**config.mk**
```make
export PLATFORM = sky130hd
export DESIGN_NAME = reg_scoreboard
export DESIGN_NICKNAME = d
export VERILOG_FILES = /design/src/rtl/reg_scoreboard.sv
export SDC_FILE = /design/constraint.sdc
export NUM_CORES = 1
export LEC_CHECK = 0
export BUFFER_PORTS_ARGS = -buffer_cell sky130_fd_sc_hd__buf_4
export CAP_MARGIN = 5
export CORE_MARGIN = 2
export CORE_UTILIZATION = 50
export CTS_CLUSTER_SIZE = 28
export DETAILED_ROUTE_END_ITERATION = 16
export PLACE_DENSITY = 0.68
export SLEW_MARGIN = 20
export SYNTH_ARGS = -nofsm -noshare
export SYNTH_HDL_FRONTEND = slang
export SYNTH_SLANG_ARGS = --single-unit
```
**constraint.sdc**
```tcl
create_clock -name clk -period 4.41 [get_ports clk]
set_clock_uncertainty 0.05 [all_clocks]
set_input_delay 0 -clock clk [delete_from_list [all_inputs] [get_ports clk]]
set_output_delay 0 -clock clk [all_outputs]
set_load 0.03 [all_outputs]
```
**src/rtl/reg_scoreboard.sv**
```systemverilog
// Register scoreboard and issue controller for the decode stage: tracks in-flight
// register writes, stalls on RAW/WAW hazards and sequences drains for serialising instructions.
module reg_scoreboard #(
  parameter int CNT_W     = 2,
  parameter bit WB_BYPASS = 1'b1
) (
  input  logic        clk,
  input  logic        rst,
  input  logic        id_valid,
  input  logic [4:0]  id_rs1,
  input  logic [4:0]  id_rs2,
  input  logic        id_use_rs1,
  input  logic        id_use_rs2,
  input  logic [4:0]  id_rd,
  input  logic        id_wen,
  input  logic        id_serial,
  input  logic        wb_valid,
  input  logic [4:0]  wb_rd,
  output logic        id_stall,
  output logic        id_issue,
  output logic [31:0] busy_vec,
  output logic        drain_done,
  output logic        sb_err
);

  localparam logic [1:0] ST_RUN   = 2'd0;
  localparam logic [1:0] ST_DRAIN = 2'd1;
  localparam logic [1:0] ST_DONE  = 2'd2;

  localparam logic [CNT_W-1:0] CNT_MAX  = '1;
  localparam logic [CNT_W-1:0] CNT_ONE  = CNT_W'(1);
  localparam logic [CNT_W-1:0] CNT_ZERO = '0;

  // Entry 0 exists only so the array can be indexed directly; it never leaves zero.
  logic [CNT_W-1:0] cnt_q [32];
  logic [CNT_W-1:0] cnt_d [32];
  logic [1:0]       state_q;
  logic [1:0]       state_d;
  logic [31:0]      busy_d;
  logic [31:0]      inc_vec;
  logic [31:0]      wb_hit;
  logic             err_d;
  logic             all_idle;

  logic [CNT_W-1:0] rs1_cnt;
  logic [CNT_W-1:0] rs2_cnt;
  logic [CNT_W-1:0] rd_cnt;
  logic             rs1_byp;
  logic             rs2_byp;
  logic             rs1_haz;
  logic             rs2_haz;
  logic             rd_haz;

  assign rs1_cnt = cnt_q[id_rs1];
  assign rs2_cnt = cnt_q[id_rs2];
  assign rd_cnt  = cnt_q[id_rd];

  // Forwarding covers a source only when the retiring write is its last one outstanding.
  assign rs1_byp = WB_BYPASS && wb_valid && (wb_rd == id_rs1) && (rs1_cnt == CNT_ONE);
  assign rs2_byp = WB_BYPASS && wb_valid && (wb_rd == id_rs2) && (rs2_cnt == CNT_ONE);

  assign rs1_haz = id_use_rs1 && (id_rs1 != 5'd0) && (rs1_cnt != CNT_ZERO) && !rs1_byp;
  assign rs2_haz = id_use_rs2 && (id_rs2 != 5'd0) && (rs2_cnt != CNT_ZERO) && !rs2_byp;
  assign rd_haz  = id_wen && (id_rd != 5'd0) && (rd_cnt == CNT_MAX);

  always_comb begin
    all_idle = 1'b1;
    for (int r = 1; r < 32; r++) begin
      if (cnt_q[r] != CNT_ZERO) all_idle = 1'b0;
    end
  end

  assign id_stall = id_valid && (rs1_haz || rs2_haz || rd_haz || (state_q != ST_RUN) ||
                                 (id_serial && !all_idle));
  assign id_issue = id_valid && !id_stall;

  // NOTE: every always_comb output gets a default before any conditional write,
  // otherwise paths that skip the assignment infer latches.
  always_comb begin
    inc_vec = '0;
    wb_hit  = '0;
    if (id_issue && id_wen) inc_vec[id_rd] = 1'b1;
    if (wb_valid)           wb_hit[wb_rd]  = 1'b1;
    inc_vec[0] = 1'b0;
    wb_hit[0]  = 1'b0;
  end

  always_comb begin
    err_d = sb_err;
    for (int r = 0; r < 32; r++) begin
      cnt_d[r]  = cnt_q[r];
      busy_d[r] = 1'b0;
    end
    for (int r = 1; r < 32; r++) begin
      if (wb_hit[r] && (cnt_q[r] == CNT_ZERO)) begin
        err_d = 1'b1;
        if (inc_vec[r]) cnt_d[r] = CNT_ONE;
      end else if (inc_vec[r] && !wb_hit[r]) begin
        cnt_d[r] = cnt_q[r] + CNT_ONE;
      end else if (wb_hit[r] && !inc_vec[r]) begin
        cnt_d[r] = cnt_q[r] - CNT_ONE;
      end
      busy_d[r] = (cnt_d[r] != CNT_ZERO);
    end
  end

  always_comb begin
    state_d = state_q;
    case (state_q)
      ST_RUN:   if (id_valid && id_serial && !all_idle) state_d = ST_DRAIN;
      ST_DRAIN: if (all_idle) state_d = ST_DONE;
      ST_DONE:  state_d = ST_RUN;
      default:  state_d = ST_RUN;
    endcase
  end

  // NOTE: sequential state uses non-blocking assignments so every flop samples
  // pre-edge values regardless of statement order.
  always_ff @(posedge clk) begin
    if (rst) begin
      state_q    <= ST_RUN;
      busy_vec   <= '0;
      drain_done <= 1'b0;
      sb_err     <= 1'b0;
      // NOTE: the counter array is reset explicitly; it is scoreboard state, not
      // storage, and stale counts after reset would stall decode forever.
      for (int r = 0; r < 32; r++) cnt_q[r] <= CNT_ZERO;
    end else begin
      state_q    <= state_d;
      busy_vec   <= busy_d;
      drain_done <= (state_d == ST_DONE);
      sb_err     <= err_d;
      for (int r = 0; r < 32; r++) cnt_q[r] <= cnt_d[r];
    end
  end

endmodule
```
==> results of run 1 <==
## flip-flops by register name, indices dropped and copies added, names as in the netlist
| name | cells |
|---|---|
| sb_err | 1 |
| state_q | 2 |
| drain_done | 1 |
| cnt_q | 62 |
| busy_vec | 31 |
## cell usage after synthesis (6+ instances only)
cell | instances | area [um2]
nor2_1 | 126 | 473
nand2_1 | 118 | 443
dfxtp_1 | 97 | 1940
mux2i_1 | 88 | 881
inv_1 | 79 | 297
a21oi_1 | 63 | 315
o21ai_0 | 48 | 240
nand3_1 | 45 | 225
clkbuf_1 | 35 | 131
a31oi_1 | 33 | 206
nor3_1 | 32 | 160
ha_1 | 31 | 388
xnor2_1 | 21 | 184
buf_2 | 19 | 95.1
nand4_1 | 19 | 119
o211ai_1 | 19 | 143
nor4_1 | 17 | 106
or3_1 | 17 | 106
mux4_2 | 15 | 338
xor2_1 | 13 | 114
and2_1 | 12 | 75.1
a221oi_1 | 9 | 78.8
and3_1 | 9 | 56.3
nor3b_1 | 9 | 67.6
o221ai_1 | 9 | 78.8
a2111oi_0 | 8 | 70.1
o31ai_1 | 8 | 60.1
or2_1 | 8 | 50.1
or2_2 | 8 | 50.1
mux2_1 | 7 | 78.8
nand2b_1 | 7 | 43.8
nand3b_1 | 7 | 52.6
nor2_4 | 7 | 78.8
nor2b_1 | 7 | 43.8
a32oi_1 | 6 | 52.6
buf_4 | 6 | 45.0
## report_power, final
group          switching, mW  internal (mW)
logic                  0.886          0.549
registers              0.129          0.991
clock network          0.377          0.399
## metal layers
layer	part of all wire	routed length (um)	up-vias
met5	0	0	-
met4	0.031	971	0
met3	0.13	3910	75
met2	0.42	13000	611
met1	0.42	13000	4472
li1	-	-	4379
## cells by family (layout without fill, tap and decap cells)
kind of cell             count (synthesis)  in the layout  share of synthesized area
multiplexers                           116            116                      0.153
adder cells (fa/ha/maj)                 35             35                     0.0474
other                                    1              1                   0.000415
flip-flops                              97             97                      0.215
buffers and inverters                  147            172                     0.0714
AND/OR/NAND/NOR                        478            478                      0.273
AO/OA/AOI/OAI                          273            273                      0.207
XOR/XNOR                                34             34                     0.0330
## per-stage QoR
step / hold WS, ns / std cells / instance area [um2] / setup slack (ns)
2_1_floorplan: 0.0297 / 1181 / 9030 / 1.09
3_3_place_gp: 0.332 / 1417 / 9540 / 0.660
3_5_place_dp: 0.333 / 1417 / 9540 / 0.640
4_1_cts: 0.0523 / 1435 / 9840 / 0.595
5_1_grt: 0.0743 / 1435 / 9840 / 0.249
6_report: 0.0539 / 1435 / 9840 / 0.468
## final cells by class
class                      instances  share of cell area
inverter                          79              0.0301
clock inverter                     4             0.00293
timing repair buffer              77              0.0593
sequential                        97               0.197
clock buffer                      12              0.0251
tap                              229              0.0291
multi-input combinational        937               0.656
## critical path: stages (launching register included)
cell      delay [ns]
dfxtp_1         0.41
inv_1           0.12
ha_1            0.42
nand4_1         0.19
nor4_1          0.41
nand2_1         0.17
a211oi_2        0.31
nand3_4         0.17
nor4_4          0.31
buf_4           0.25
buf_4           0.23
and2_0          0.30
xnor2_1         0.13
or2_2           0.28
a21oi_1         0.13
## final timing paths
check / end / startpoint / slack (ns)
setup / recovery: cnt_q[17][0]$_SDFF_PP0_ / cnt_q[9][0]$_SDFF_PP0_ / 0.47
hold / removal: cnt_q[27][0]$_SDFF_PP0_ / rst / 0.05
setup reg to reg: cnt_q[17][0]$_SDFF_PP0_ / cnt_q[9][0]$_SDFF_PP0_ / 0.47
hold reg to reg: state_q[1]$_SDFF_PP0_ / state_q[1]$_SDFF_PP0_ / 0.45
## layout by cell type, fill, tap and decap left out, types with 6 or more instances in the layout
| cell type | netlist | routed |
|---|---|---|
| a2111oi_0 | 8 | 8 |
| a21oi_1 | 63 | 63 |
| a221oi_1 | 9 | 9 |
| a31oi_1 | 33 | 33 |
| a32oi_1 | 6 | 6 |
| and2_1 | 12 | 12 |
| and3_1 | 9 | 9 |
| buf_4 | 6 | 75 |
| clkbuf_16 | 0 | 9 |
| dfxtp_1 | 97 | 97 |
| ha_1 | 31 | 31 |
| inv_1 | 79 | 79 |
| mux2_1 | 7 | 7 |
| mux2i_1 | 88 | 88 |
| mux4_2 | 15 | 15 |
| nand2_1 | 118 | 118 |
| nand2b_1 | 7 | 7 |
| nand3_1 | 45 | 45 |
| nand3b_1 | 7 | 7 |
| nand4_1 | 19 | 19 |
| nor2_1 | 126 | 126 |
| nor2_4 | 7 | 7 |
| nor2b_1 | 7 | 7 |
| nor3_1 | 32 | 31 |
| nor3b_1 | 9 | 9 |
| nor4_1 | 17 | 16 |
| nor4_2 | 5 | 6 |
| o211ai_1 | 19 | 19 |
| o21ai_0 | 48 | 48 |
| o221ai_1 | 9 | 9 |
| o31ai_1 | 8 | 8 |
| or2_1 | 8 | 8 |
| or2_2 | 8 | 8 |
| or3_1 | 17 | 17 |
| xnor2_1 | 21 | 21 |
| xor2_1 | 13 | 13 |
==> qor.csv, run 1 <==
stage,metric,value,unit
status,status,"complete, no violations",
clocking,Post-CTS Hold Buffers,2,
critical_path,Critical Path AT,4.19,ns
critical_path,Crit Path Class,reg -> reg,
global_route,GR peak layer,met2,
routing,wire per inst,21.5,um
synth,"Net Count, Synth",1240,
global_route,GR Util All Layers,0.315,
critical_path,Worst setup SP type,flop,
min_path,hold path cells,2,
routing,WL final,30900,um
global_route,global-route wire length before repair,48100,um
clocking,H-tree depth,3,
synth,Synth Flop Type,dfxtp_1,
global_route,vias in the first global route,8533,
sta,final hold violations,0,
pwr,power per cell area,339,nW/um2
synth,synthesized instance count,1181,
synth,ys async rst share,0,
synth,Mapped Area,9030,um2
layout,ant diodes,0,
layout,FILL cells,1706,
global_route,antenna violations before repair,0,
clocking,Clock Tree Root,clkbuf_16,
clocking,Post-CTS Setup Inserts,0,
pwr,static leakage,3.52,nW
layout,multi-input logic area,6450,um2
layout,Layout area overhead,8.95,%
synth,register area share after synthesis,0.215,
sta,Relative slew margins,0.327,
synth,Syn Area/Cell,7.64,um2
job,MaxCap Viol Count,0,
place,GPL Wtd Cong,0.984,
sta,final setup TNS,0,ns
layout,fin nets,1260,
die,Die ar.,19100,um2
synth,distinct cell type count after synthesis,86,
sta,Least-Margin Pin Slew,1.00,ns
place,Final HPWL DP,23200,um
clocking,clock transition at the registers of the reported paths,0.07,ns
clocking,Post-CTS Resized,0,
critical_path,kind of end point of the critical path,flop,
clocking,CTS tree,done,
sta,RSZ-0062 raised after global routing,false,
routing,Pre-antenna DRT Iters,6,
layout,layout cells sized above 1,0.123,
synth,Post-synth EDFFs,0,
sta,post-route minimum period,3.94,ns
layout,Register Area,1940,um2
die,Row Count,49,
global_route,largest net degree at the start of global routing,43,
sta,"Slew Viols, Final",0,
min_path,worst hold path class,in -> reg,
routing,Remaining DRCs,0,
routing,via count,9537,
pwr,Final Power,3.33,mW
critical_path,"Max FO, Critical Path",14,
die,Initial Util,0.506,
synth,Yosys reg bits,97,
synth,yosys synthesis warning count,0,
clocking,Skew-Pair Late Insertion Delay,0.37,ns
die,Die Height,138,um
routing,Post-DRT Antenna Nets,0,
critical_path,FF-to-FF path depth,14,
sta,crit share post-route,0.894,
global_route,Global Route met3 Usage,0.0804,
global_route,grt total ovfl,0,
die,io pins,64,
global_route,M1 GR Usage,0.448,
routing,Initial DRC Count,1223,
routing,drt via density,6.65,
clocking,CTS sink count,97,
clocking,buffer levels on the longest clock path,2,
global_route,met2 GRT Util,0.462,
pwr,"IR drop worst, VDD",0.244,mV
die,Core Area,17800,um2
sta,fmax,254,MHz
critical_path,CP Data Required Time,4.66,ns
place,number of port buffers,62,
layout,final core utilization,0.551,
sta,final setup vio count,0,
clocking,number of buffers created by CTS,9,
die,Die W,138,um
Note: power is estimated with default switching activity, not from simulation.
==> run 2: changes to the inputs <==
--- a/config.mk
+++ b/config.mk
@@ -9,9 +9,9 @@
 export CAP_MARGIN = 5
 export CORE_MARGIN = 2
 export CORE_UTILIZATION = 50
-export CTS_CLUSTER_SIZE = 28
+export CTS_CLUSTER_SIZE = 10
 export DETAILED_ROUTE_END_ITERATION = 16
-export PLACE_DENSITY = 0.68
+export PLACE_DENSITY = 0.71
 export SLEW_MARGIN = 20
 export SYNTH_ARGS = -nofsm -noshare
 export SYNTH_HDL_FRONTEND = slang
==> constraint.sdc (replaced) <==
create_clock -name clk -period 3.4 [get_ports clk]
set_clock_uncertainty 0.05 [all_clocks]
set_input_delay 0 -clock clk [delete_from_list [all_inputs] [get_ports clk]]
set_output_delay 0 -clock clk [all_outputs]
set_load 0.03 [all_outputs]
==> qor.csv, run 2 (synthesis results as in run 1) <==
stage,metric,value,unit,change
pwr,power share of the clock group,0.219,,-0.014
die,Core Area,17800,um2,unchanged
clocking,Skew-Pair Late Insertion Delay,0.36,ns,about the same
pwr,Net Sw Frac,0.395,,-0.0225
sta,final setup vio count,0,,unchanged
pwr,"IR drop worst, VDD",0.278,mV,+14%
layout,Top reg by flops,cnt_q,,
routing,wire per inst,20.5,um,-4.5%
critical_path,Crit Path Class,reg -> reg,,
sta,fmax,301,MHz,+19%
global_route,grt total ovfl,0,,unchanged
global_route,largest net degree at the start of global routing,40,,-7.0%
sta,Relative slew margins,0.429,,+0.102
place,GPL Wtd Cong,1.02,,+3.5%
clocking,number of buffers created by CTS,9,,unchanged
die,Die ar.,19100,um2,unchanged
clocking,CTS sink count,97,,unchanged
die,Initial Util,0.506,,unchanged
sta,hold_ws,0.0119,ns,-0.0420 ns
sta,crit share post-route,0.977,,+0.0829
layout,max reg flops,62,,unchanged
pwr,static leakage,4.26,nW,+21%
routing,WL final,32100,um,+4.0%
sta,final hold violations,0,,unchanged
routing,Post-DRT Antenna Nets,0,,unchanged
place,number of port buffers,62,,unchanged
sta,"Slew Viols, Final",0,,unchanged
routing,drt via density,6.40,,-3.7%
layout,fin nets,1387,,+10%
layout,Largest regs,"cnt_q x62, busy_vec x31, state_q x2",,
die,io pins,64,,unchanged
sta,post-route minimum period,3.32,ns,-0.621 ns
die,Row Count,49,,unchanged
layout,layout cells sized above 1,0.268,,+0.145
global_route,vias in the first global route,8986,,+5.3%
global_route,GR Util All Layers,0.318,,+0.00281
global_route,global-route wire length before repair,48700,um,+1.3%
routing,via count,9996,,+4.8%
critical_path,"Max FO, Critical Path",17,,+3
global_route,antenna violations before repair,0,,unchanged
die,Die Height,138,um,unchanged
pwr,Int Pwr,3.03,mW,+56%
layout,"most common cell after layout, fill and taps aside",buf_4,,
clocking,CTS tree,done,,
clocking,clock transition at the registers of the reported paths,0.07,ns,about the same
layout,Final Instance Count excl. Fillers,1562,,+8.9%
pwr,power per cell area,446,nW/um2,+32%
layout,Layout area overhead,24.3,%,
clocking,buffer levels on the longest clock path,2,,unchanged
place,Final HPWL DP,23900,um,+3.0%
place,Placed Cells,1529,,+7.9%
pwr,Combinational Power Share,0.507,,+0.076
critical_path,Critical Path AT,3.58,ns,-0.61 ns
job,MaxCap Viol Count,0,,unchanged
clocking,Clock Tree Root,clkbuf_16,,
critical_path,Worst setup SP type,flop,,
sta,final setup TNS,0,ns,unchanged
min_path,worst hold path class,in -> reg,,
routing,Pre-antenna DRT Iters,8,,+2
routing,Initial DRC Count,1100,,-10%
die,Die W,138,um,unchanged
critical_path,CP Data Required Time,3.66,ns,-1.00 ns
clocking,H-tree depth,3,,unchanged
critical_path,kind of end point of the critical path,flop,,
pwr,P_sw,1.98,mW,+42%
routing,Remaining DRCs,0,,unchanged
pwr,part of the power in registers,0.275,,-0.061
layout,most frequent cells in the layout,"buf_4, nor2_1, nand2_1",,
sta,Least-Margin Pin Slew,0.854,ns,-0.151 ns
status,status,"complete, no violations",,
==> run 2: cell count changes in the layout (fill, tap and decap cells not counted), moves of 10 or more <==
| cell | before | now |
|---|---|---|
| buf_4 | 75 | 196 |
| dfxtp_1 | 97 | 87 |
| ha_1 | 31 | 6 |
| ha_4 | 0 | 17 |
| inv_1 | 79 | 49 |
| inv_2 | 0 | 29 |
==> run 2: power groups by stage <==
stage	Clock [mW]	Sequential, mW	Combinational, mW
3_3_place_gp	0	1.39	2.20
5_1_grt	1.15	1.39	2.70
4_1_cts	1.11	1.37	2.25
2_1_floorplan	0	1.56	1.19
6_report	1.09	1.37	2.54
3_5_place_dp	0	1.39	2.21
==> run 2: per-stage QoR <==
stage / instance area [um2] / utilization / worst slack, ns / total power, mW
2_1_floorplan: 9030 / - / 0.0772 / 2.75
3_3_place_gp: 10400 / 0.582 / -0.115 / 3.59
3_5_place_dp: 10400 / 0.582 / -0.111 / 3.60
4_1_cts: 10700 / 0.602 / 0.0287 / 4.72
5_1_grt: 11200 / 0.629 / -0.0666 / 5.24
6_report: 11200 / 0.629 / 0.0788 / 5.00
==> run 2: critical path, cell delays in order (launching register included) <==
cell and delay, ns:
dfxtp_4 0.37, inv_2 0.06, ha_2 0.20, nand4_1 0.16, nor4_2 0.43, nand2_2 0.11, a211oi_2 0.30, nand3_4 0.14
or4_4 0.53, buf_6 0.20, nor2_4 0.11, mux2_1 0.33, a31oi_1 0.16, or2_1 0.12
==> run 2: final cells by class <==
type	count	area, um2
Antenna cell	1	2.50
Clock buffer	11	253
Clock inverter	4	52.6
Fill cell	1544	6620
Inverter	79	299
Multi-Input combinational cell	937	6790
Sequential cell	97	1960
Tap cell	229	287
Timing Repair Buffer	204	1570
==> run 2: timing repair <==
item	CTS	global route
buffers inserted	0	14
setup endpoints to repair	46	80
hold buffers	2	0
hold endpoints to repair	1	0
gates resized for setup	5	111
cloned	0	1
pin swaps	2	27
==> run 2: final timing paths <==
kind / start / to / slack [ns] / cells past startpoint
max reg2reg: cnt_q[4][0]$_SDFF_PP0_ / busy_vec[18]$_SDFF_PP0_ / 0.08 / 13
min: rst / cnt_q[1][1]$_SDFF_PP0_ / 0.01 / 2
min reg2reg: cnt_q[4][0]$_SDFF_PP0_ / cnt_q[4][0]$_SDFF_PP0_ / 0.44 / 1
max: cnt_q[4][0]$_SDFF_PP0_ / busy_vec[18]$_SDFF_PP0_ / 0.08 / 13
==> run 2: routing by layer <==
| metal | vias to the layer above | global-route usage | wire, um |
|---|---|---|---|
| met5 | - | 0 | 0 |
| met1 | 4555 | 0.435 | 13200 |
| met2 | 682 | 0.476 | 13500 |
| met3 | 118 | 0.0849 | 3940 |
| li1 | 4641 | - | - |
| met4 | 0 | 0.130 | 1400 |
==> run 3: changes to the inputs <==
--- a/config.mk
+++ b/config.mk
@@ -11,7 +11,7 @@
 export CORE_UTILIZATION = 50
 export CTS_CLUSTER_SIZE = 10
 export DETAILED_ROUTE_END_ITERATION = 16
-export PLACE_DENSITY = 0.71
+export PLACE_DENSITY = 0.68
 export SLEW_MARGIN = 20
 export SYNTH_ARGS = -nofsm -noshare
 export SYNTH_HDL_FRONTEND = slang
==> constraint.sdc (replaced) <==
create_clock -name clk -period 3.9 [get_ports clk]
set_clock_uncertainty 0.05 [all_clocks]
set_input_delay 0 -clock clk [delete_from_list [all_inputs] [get_ports clk]]
set_output_delay 0 -clock clk [all_outputs]
set_load 0.03 [all_outputs]
==> qor.csv, run 3 (synthesis results as in run 1) <==
stage,metric,value,unit,change
status,status,"complete, no violations",,
sta,hold_ws,0.0265,ns,+0.0145 ns
global_route,antenna violations before repair,1,,+1
routing,drt via density,6.55,,+2.3%
sta,post-route setup slack,0.272,ns,+0.194 ns
place,pre-CTS setup slack,0.170,ns,+0.280 ns
routing,Post-DRT Antenna Nets,0,,unchanged
die,Die W,138,um,unchanged
critical_path,CP Data Required Time,4.11,ns,+0.45 ns
critical_path,"Max FO, Critical Path",20,,+3
sta,final hold violations,0,,unchanged
place,Final HPWL DP,23000,um,-3.5%
die,Die ar.,19100,um2,unchanged
place,number of port buffers,62,,unchanged
die,Initial Util,0.506,,unchanged
pwr,power per cell area,390,nW/um2,-13%
critical_path,Crit Path Class,reg -> reg,,
global_route,largest net degree at the start of global routing,40,,unchanged
layout,Largest regs,"cnt_q x62, busy_vec x31, state_q x2",,
critical_path,Worst setup SP type,flop,,
global_route,global-route wire length before repair,47900,um,-1.6%
layout,max reg flops,62,,unchanged
clocking,CTS sink count,97,,unchanged
sta,Relative slew margins,0.436,,+0.00678
clocking,Skew-Pair Late Insertion Delay,0.36,ns,about the same
clocking,clock transition at the registers of the reported paths,0.07,ns,about the same
routing,WL final,30500,um,-4.8%
routing,via count,9497,,-5.0%
global_route,grt total ovfl,0,,unchanged
sta,post-route minimum period,3.63,ns,+0.306 ns
layout,design area,10000,um2,-11%
die,Core Area,17800,um2,unchanged
critical_path,Critical Path AT,3.84,ns,+0.26 ns
layout,fin nets,1277,,-7.9%
pwr,"IR drop worst, VDD",0.298,mV,+7.2%
layout,multi-input logic area,6470,um2,-4.8%
sta,final setup vio count,0,,unchanged
routing,Pre-antenna DRT Iters,7,,-1
critical_path,kind of end point of the critical path,flop,,
place,Placed Cells,1434,,-6.2%
global_route,vias in the first global route,8507,,-5.3%
place,placed cell area,9680,um2,-6.9%
pwr,static leakage,3.64,nW,-15%
layout,Layout area overhead,11.2,%,
clocking,H-tree depth,3,,unchanged
layout,final core utilization,0.563,,-0.0661
sta,crit share post-route,0.930,,-0.0467
routing,Remaining DRCs,0,,unchanged
layout,most frequent cells in the layout,"nor2_1, nand2_1, dfxtp_1",,
layout,layout cells sized above 1,0.138,,-0.130
die,Die Height,138,um,unchanged
clocking,Clock Tree Root,clkbuf_16,,
routing,wire per inst,21.0,um,+2.4%
global_route,GR Util All Layers,0.314,,-0.00349
place,GPL Wtd Cong,1.08,,+6.1%
sta,Least-Margin Pin Slew,0.843,ns,-0.0101 ns
layout,FILL cells,1701,,+10%
layout,"most common cell after layout, fill and taps aside",nor2_1,,
clocking,CTS tree,done,,
min_path,worst hold path class,in -> reg,,
layout,Register Area,1940,um2,-0.89%
layout,Top reg by flops,cnt_q,,
clocking,buffer levels on the longest clock path,2,,unchanged
routing,Initial DRC Count,1111,,+1.0%
layout,Final Instance Count excl. Fillers,1451,,-7.1%
clocking,number of buffers created by CTS,9,,unchanged
die,Row Count,49,,unchanged
clocking,Post-CTS Setup Inserts,0,,unchanged
sta,"Slew Viols, Final",0,,unchanged
sta,fmax,276,MHz,-8.4%
die,io pins,64,,unchanged
job,MaxCap Viol Count,0,,unchanged
run 3: what timing repair did:
action / 4_1_cts / 5_1_grt
endpoints found under the setup margin: 0 / 32
hold buffers: 2 / 0
endpoints found under the hold margin: 1 / 0
resized for setup: 0 / 5
run 3: report_power, final:
part           internal, mW  switching, mW
registers              1.12          0.129
clock network         0.590          0.402
logic                 0.652           1.02
run 3: per-layer routing:
metal,wire length (um),track usage,vias to the layer above
met4,1280,0.136,0
met3,3600,0.0786,97
met2,12600,0.451,557
met1,13100,0.447,4424
li1,-,-,4419
met5,0,0,-
run 3: final timing paths:
| path | from | end | cells after the start | slack (ns) |
|---|---|---|---|---|
| max | cnt_q[21][0]$_SDFF_PP0_ | cnt_q[4][0]$_SDFF_PP0_ | 13 | 0.27 |
| max reg2reg | cnt_q[21][0]$_SDFF_PP0_ | cnt_q[4][0]$_SDFF_PP0_ | 13 | 0.27 |
| min | rst | cnt_q[27][1]$_SDFF_PP0_ | 2 | 0.03 |
| min reg2reg | state_q[1]$_SDFF_PP0_ | state_q[1]$_SDFF_PP0_ | 1 | 0.47 |
run 3: through the flow:
stage	total power [mW]	TNS, ns
finish	3.92	0
global route	4.12	-0.145
CTS	3.87	0
detailed placement	2.87	0
global placement	2.86	0
floorplan	2.40	0
run 3: critical path, cell delays in order, from the launching register on:
cell and delay, ns:
dfxtp_1 0.39, inv_1 0.12, ha_2 0.29, nand3_1 0.18
nor4_2 0.35, nand2_1 0.15, a211oi_2 0.33, nand3_4 0.18
nor4_2 0.32, buf_4 0.31, nand2_1 0.22, xor2_1 0.25
and2_1 0.16, a211oi_1 0.22
run 3: final cells by class:
type / instances / share of cell area
Clock inverter: 3 / 0.00648
Multi-Input combinational cell: 937 / 0.644
Sequential cell: 97 / 0.193
Antenna cell: 1 / 0.000249
Timing Repair Buffer: 94 / 0.0724
Inverter: 79 / 0.0295
Clock buffer: 11 / 0.0252
Tap cell: 229 / 0.0285
